===== src/rtl/updown_sweep_ctrl.sv =====
// Sweep sequencer around a saturating up/down count register.
// Runs single up-ramps, single down-ramps or continuous triangle sweeps
// between latched lo/hi limits, with an optional dwell at each endpoint.
// All outputs come straight from registers.
module updown_sweep_ctrl #(
  parameter int unsigned SIZE    = 4,
  parameter int unsigned DWELL_W = 4
) (
  input  logic               clk,
  input  logic               rst,
  input  logic               start,
  input  logic               stop,
  input  logic [1:0]         mode,
  input  logic [SIZE-1:0]    lo,
  input  logic [SIZE-1:0]    hi,
  input  logic [DWELL_W-1:0] dwell,
  output logic [SIZE-1:0]    count,
  output logic               dir,
  output logic               busy,
  output logic               done,
  output logic               cfg_err
);

  localparam logic [1:0] ModeUp   = 2'b00;
  localparam logic [1:0] ModeDown = 2'b01;
  localparam logic [1:0] ModeRsvd = 2'b11;

  typedef enum logic [2:0] {StIdle, StUp, StDwellHi, StDown, StDwellLo} state_e;

  state_e             state_q, state_d;
  logic [SIZE-1:0]    count_q, count_d;
  logic               dir_q, dir_d;
  logic               busy_q, busy_d;
  logic               done_q, done_d;
  logic               cfg_err_q, cfg_err_d;
  logic [DWELL_W-1:0] dwell_cnt_q, dwell_cnt_d;
  logic [1:0]         mode_q, mode_d;
  logic [SIZE-1:0]    lo_q, lo_d;
  logic [SIZE-1:0]    hi_q, hi_d;
  logic [DWELL_W-1:0] dwell_q, dwell_d;

  // With lo == hi there is nowhere to move, so turnarounds must not step.
  logic flat;
  assign flat = (lo_q == hi_q);

  // Next-state, count and status decode; stop overrides everything once running.
  always_comb begin
    state_d     = state_q;
    count_d     = count_q;
    dir_d       = dir_q;
    busy_d      = busy_q;
    done_d      = 1'b0;
    cfg_err_d   = 1'b0;
    dwell_cnt_d = dwell_cnt_q;
    mode_d      = mode_q;
    lo_d        = lo_q;
    hi_d        = hi_q;
    dwell_d     = dwell_q;

    if (state_q != StIdle && stop) begin
      state_d = StIdle;
      busy_d  = 1'b0;
    end else begin
      case (state_q)
        StIdle: begin
          if (start && !stop) begin
            if (lo > hi || mode == ModeRsvd) begin
              cfg_err_d = 1'b1;
            end else begin
              mode_d  = mode;
              lo_d    = lo;
              hi_d    = hi;
              dwell_d = dwell;
              busy_d  = 1'b1;
              if (mode == ModeDown) begin
                count_d = hi;
                dir_d   = 1'b0;
                state_d = StDown;
              end else begin
                count_d = lo;
                dir_d   = 1'b1;
                state_d = StUp;
              end
            end
          end
        end

        StUp: begin
          if (count_q != hi_q) begin
            count_d = count_q + SIZE'(1);
          end else if (mode_q == ModeUp) begin
            state_d = StIdle;
            busy_d  = 1'b0;
            done_d  = 1'b1;
          end else if (dwell_q == '0) begin
            // Turnaround edge already takes the first step down.
            state_d = StDown;
            dir_d   = 1'b0;
            if (!flat) count_d = count_q - SIZE'(1);
          end else begin
            state_d     = StDwellHi;
            dwell_cnt_d = dwell_q - DWELL_W'(1);
          end
        end

        StDwellHi: begin
          if (dwell_cnt_q == '0) begin
            state_d = StDown;
            dir_d   = 1'b0;
            if (!flat) count_d = count_q - SIZE'(1);
          end else begin
            dwell_cnt_d = dwell_cnt_q - DWELL_W'(1);
          end
        end

        StDown: begin
          if (count_q != lo_q) begin
            count_d = count_q - SIZE'(1);
          end else if (mode_q == ModeDown) begin
            state_d = StIdle;
            busy_d  = 1'b0;
            done_d  = 1'b1;
          end else if (dwell_q == '0) begin
            state_d = StUp;
            dir_d   = 1'b1;
            if (!flat) count_d = count_q + SIZE'(1);
          end else begin
            state_d     = StDwellLo;
            dwell_cnt_d = dwell_q - DWELL_W'(1);
          end
        end

        StDwellLo: begin
          if (dwell_cnt_q == '0) begin
            state_d = StUp;
            dir_d   = 1'b1;
            if (!flat) count_d = count_q + SIZE'(1);
          end else begin
            dwell_cnt_d = dwell_cnt_q - DWELL_W'(1);
          end
        end

        default: begin
          state_d = StIdle;
          busy_d  = 1'b0;
        end
      endcase
    end
  end

  // State and output registers with asynchronous active-high reset.
  always_ff @(posedge clk or posedge rst) begin
    if (rst) begin
      state_q     <= StIdle;
      count_q     <= '0;
      dir_q       <= 1'b1;
      busy_q      <= 1'b0;
      done_q      <= 1'b0;
      cfg_err_q   <= 1'b0;
      dwell_cnt_q <= '0;
      mode_q      <= ModeUp;
      lo_q        <= '0;
      hi_q        <= '0;
      dwell_q     <= '0;
    end else begin
      state_q     <= state_d;
      count_q     <= count_d;
      dir_q       <= dir_d;
      busy_q      <= busy_d;
      done_q      <= done_d;
      cfg_err_q   <= cfg_err_d;
      dwell_cnt_q <= dwell_cnt_d;
      mode_q      <= mode_d;
      lo_q        <= lo_d;
      hi_q        <= hi_d;
      dwell_q     <= dwell_d;
    end
  end

  assign count   = count_q;
  assign dir     = dir_q;
  assign busy    = busy_q;
  assign done    = done_q;
  assign cfg_err = cfg_err_q;

endmodule


===== config.mk =====
export PLATFORM = sky130hd
export DESIGN_NAME = updown_sweep_ctrl
export DESIGN_NICKNAME = d
export VERILOG_FILES = /design/src/rtl/updown_sweep_ctrl.sv
export SDC_FILE = /design/constraint.sdc
export NUM_CORES = 1
export LEC_CHECK = 0
export ABC_AREA = 1
export CAP_MARGIN = 20
export CORE_ASPECT_RATIO = 1.5
export CORE_MARGIN = 1.5
export CORE_UTILIZATION = 60
export CTS_CLUSTER_SIZE = 8
export DETAILED_ROUTE_END_ITERATION = 16
export DONT_BUFFER_PORTS = 1
export GPL_TIMING_DRIVEN = 0
export HOLD_SLACK_MARGIN = 0.08
export PLACE_DENSITY = 0.87
export SKIP_CTS_REPAIR_TIMING = 1
export SYNTH_ARGS = -nofsm -noshare
export SYNTH_HDL_FRONTEND = slang
export SYNTH_SLANG_ARGS = --single-unit

===== constraint.sdc =====
create_clock -name clk -period 3.1 [get_ports clk]
set_input_delay 0.31 -clock clk [delete_from_list [all_inputs] [get_ports clk]]
set_output_delay 0.31 -clock clk [all_outputs]
set_load 0.01 [all_outputs]

==> results.md <==
* NetSw at 1370 uW
* Drt first pass iters at 4
* End-of-flow core utilization at 0.677
* Seq/Total Area, Yosys at 0.321
* Register area at about 730 sq um
* Port Buf Inserts at 0
* Setup violators final at 0
* Die W at 53.2 microns
* Final Power at ~2800 uW
* Syn. warnings at 0
* Die Ht at 78.2 microns
* Most frequent cells in the layout: nand2_1, inv_1, nor2_1, dfrtp_1, nand3_1
* Syn_nets at 367
* Final Wtd Congestion at 0.930
* Clk buf depth at 2
* Outcome: completed
* Cell Rows at 27
* Largest net degree at the start of global routing at 22
* Area of the mapped netlist at around 2300 sq um
* RSZ-0062 raised after global routing: false
* Share of total power in combinational logic at 0.575
* Max Freq at between 0.5 and 0.6 GHz
* Dominant cell type by area after synthesis: dfrtp_1
* Startpoint of the tightest hold check path: dwell[2]
* Hold Path Cell Cnt at 1
* Clock Pin Slew Worst Setup and Hold Paths at 0.07 ns
* Share of the synthesized area in the top cell type at 0.310
* Starting Density at 0.620
* Post-detailed-placement half-perimeter wirelength at 4200 microns
* Max cap viols at 0
* Crit Reg-Reg Startpoint: count[3]
* Worst hold path class: in -> reg
* Register-to-Register Path Depth at 12
* Power Internal at ~1400 uW
* Sequential Power Share at 0.275
* Yosys cell types at 32
* CTS tree: yes
* Mean post-synth cell area at around 6.6 sq um
* Crit-path max FO at 6
* Floorplan core area at approximately 3600 sq um
* # diodes at 0
* Initial DRC count at 90
* Reg-to-Reg End: dir
* Commonest non-fill, non-tap cell in the layout: nand2_1
* Multi-input gate area at between 1000 and 1500 sq um
* Die ar. at approximately 4200 sq um
* Critical path launch point type: register
* Total grt overflow at 0
* Layout cells sized above 1 at 0.142
* Layout fillers at 327
* Crit path DAT at between 2 and 2.5 ns
* Clk_lat worst skew at about 0.29 ns
* Max-slew headroom at 0.702
* Peak supply drop at between 0.7 and 0.8 mV
* Post-route DRC at 0
* Setup Crit Path Kind: reg -> reg
* Via density at approximately 5.5
* Tcrit/Tclk final at 0.584
* CTS Sinks at 29
* Overall routing resource usage at 0.301
* Top Metal Used: met4
* Hold Path End: dwell_q[2]
* Final Hold Fails at 0
* Dpl cells at roughly 390
* Clk pwr share at 0.150
* Number of global-route vias before repair at ~2.1k
* Clock H-tree levels at 2
* First-pass GRT wire length at 9180 microns
* Post-route minimum period at between 1.5 and 2 ns
* Initial antenna violation count at 0
* Detailed-route via count at around 2.2k
* Antenna Nets Post-Route at 0
* Most area-consuming cells after synthesis: dfrtp_1, nand2_1, inv_1
* Power per Cell Area at 1110 nW/um^2
* Post-Synthesis Cells at between 300 and 400
* Fin cells at 395
* Final #Nets at 376
* Worst Tran Pin Value at 0.447 ns
* Pleak at about 0.0013 uW
* TritonCTS Buffers at 5
* Setup Skew at between 0.008 and 0.009 ns
* Req. time, crit path at approximately 3.3 ns
* Sw frac at 0.498
* Io pins at 26
* CTS Root Cell: clkbuf_8
* Area grow syn2layout at 9.18%
* Met3 Routed Length at between 200 and 250 microns
* Met2 wire length at roughly 2700 microns
* Routed len/inst at 13.7 microns
* Worst R2R Setup Slack at about 1.3 ns
* Routed WL at about 5400 microns
* Kind of end point of the critical path: register
* Post-synthesis register bit count at 29
* Setup TNS at 0 ns
* Metal-1 WL at ~2200 microns
* Max Transition Viols Final at 0
[logic make-up (layout without fill, tap and decap cells)]
kind of cell             after synthesis  in the layout  synth area share
AND/OR/NAND/NOR                      217            217             0.438
buffers and inverters                 46             56            0.0796
AO/OA/AOI/OAI                         34             34            0.0846
flip-flops                            29             29             0.321
adder cells (fa/ha/maj)                7              7            0.0387
XOR/XNOR                               6              6            0.0232
multiplexers                           3              3            0.0149
[metal layers]
metal  global-route usage  vias up
met4                0.172        0
met1                0.339      996
met3               0.0741       14
li1                     -     1093
met5                    0        -
met2                0.500       56
[through the flow]
step | setup slack (ns) | instance area, sq um | hold WS, ns
floorplan | 1.58 | 2260 | 0.387
global placement | 1.31 | 2320 | 0.461
detailed placement | 1.32 | 2340 | 0.229
CTS | 1.33 | 2460 | -0.0870
global route | 1.09 | 2470 | 0.159
finish | 1.29 | 2470 | 0.170
[sequential cells by signal, summed over array words and instances, names as in the netlist]
register,count
cfg_err,1
state_q,3
lo_q,4
count,4
dwell_cnt_q,4
dir,1
hi_q,4
done,1
busy,1
dwell_q,4
mode_q,2
[worst max path at each step]
stage / depth (start not counted) / to / startpoint
floorplan: 11 / dwell_q[3] / hi[3]
global placement: 11 / count[0] / hi[3]
detailed placement: 10 / lo_q[2] / hi[3]
CTS: 12 / dir / count[2]
global route: 12 / dir / count[2]
finish: 12 / dir / count[3]
[final cells by class]
type,instances,share of cell area
Clock inverter,1,0.0122
Clock buffer,7,0.0349
Tap cell,43,0.0218
Inverter,42,0.0638
Buffer,4,0.00911
Sequential cell,29,0.294
Timing Repair Buffer,2,0.0152
Multi-Input combinational cell,267,0.549
[synthesized netlist by cell type, drive strengths merged]
cell type and n:
nor3 2, o21bai 1, mux2 3, nand3 27, xnor2 3, nand2 138, nand4 4, dfstp 1
ha 7, inv 42, o21ai 18, nor2 44, and3 1, o211ai 3, a211oi 3, a21oi 9
nand3b 1, dfrtp 28, buf 4, xor2 3
[worst max-delay path, stage by stage (launching register included)]
cell     delay, ns
dfrtp_1       0.39
buf_2         0.21
inv_2         0.06
nand2_1       0.06
nand2_1       0.05
nor2_1        0.19
nand2_1       0.15
nand2_2       0.14
nand2_2       0.10
nor3_2        0.20
nand2_1       0.08
nand2_1       0.06
nand2_1       0.06
[power by group through the flow]
stage | registers, uW | logic [uW] | clock network [uW]
final | 756 | 1580 | 413
after global routing | 782 | 1800 | 431
after CTS | 754 | 1570 | 420
after detailed placement | 761 | 1560 | 0
after global placement | 747 | 1520 | 0
after floorplan | 710 | 1290 | 0
(Power assumes the default switching activity.)
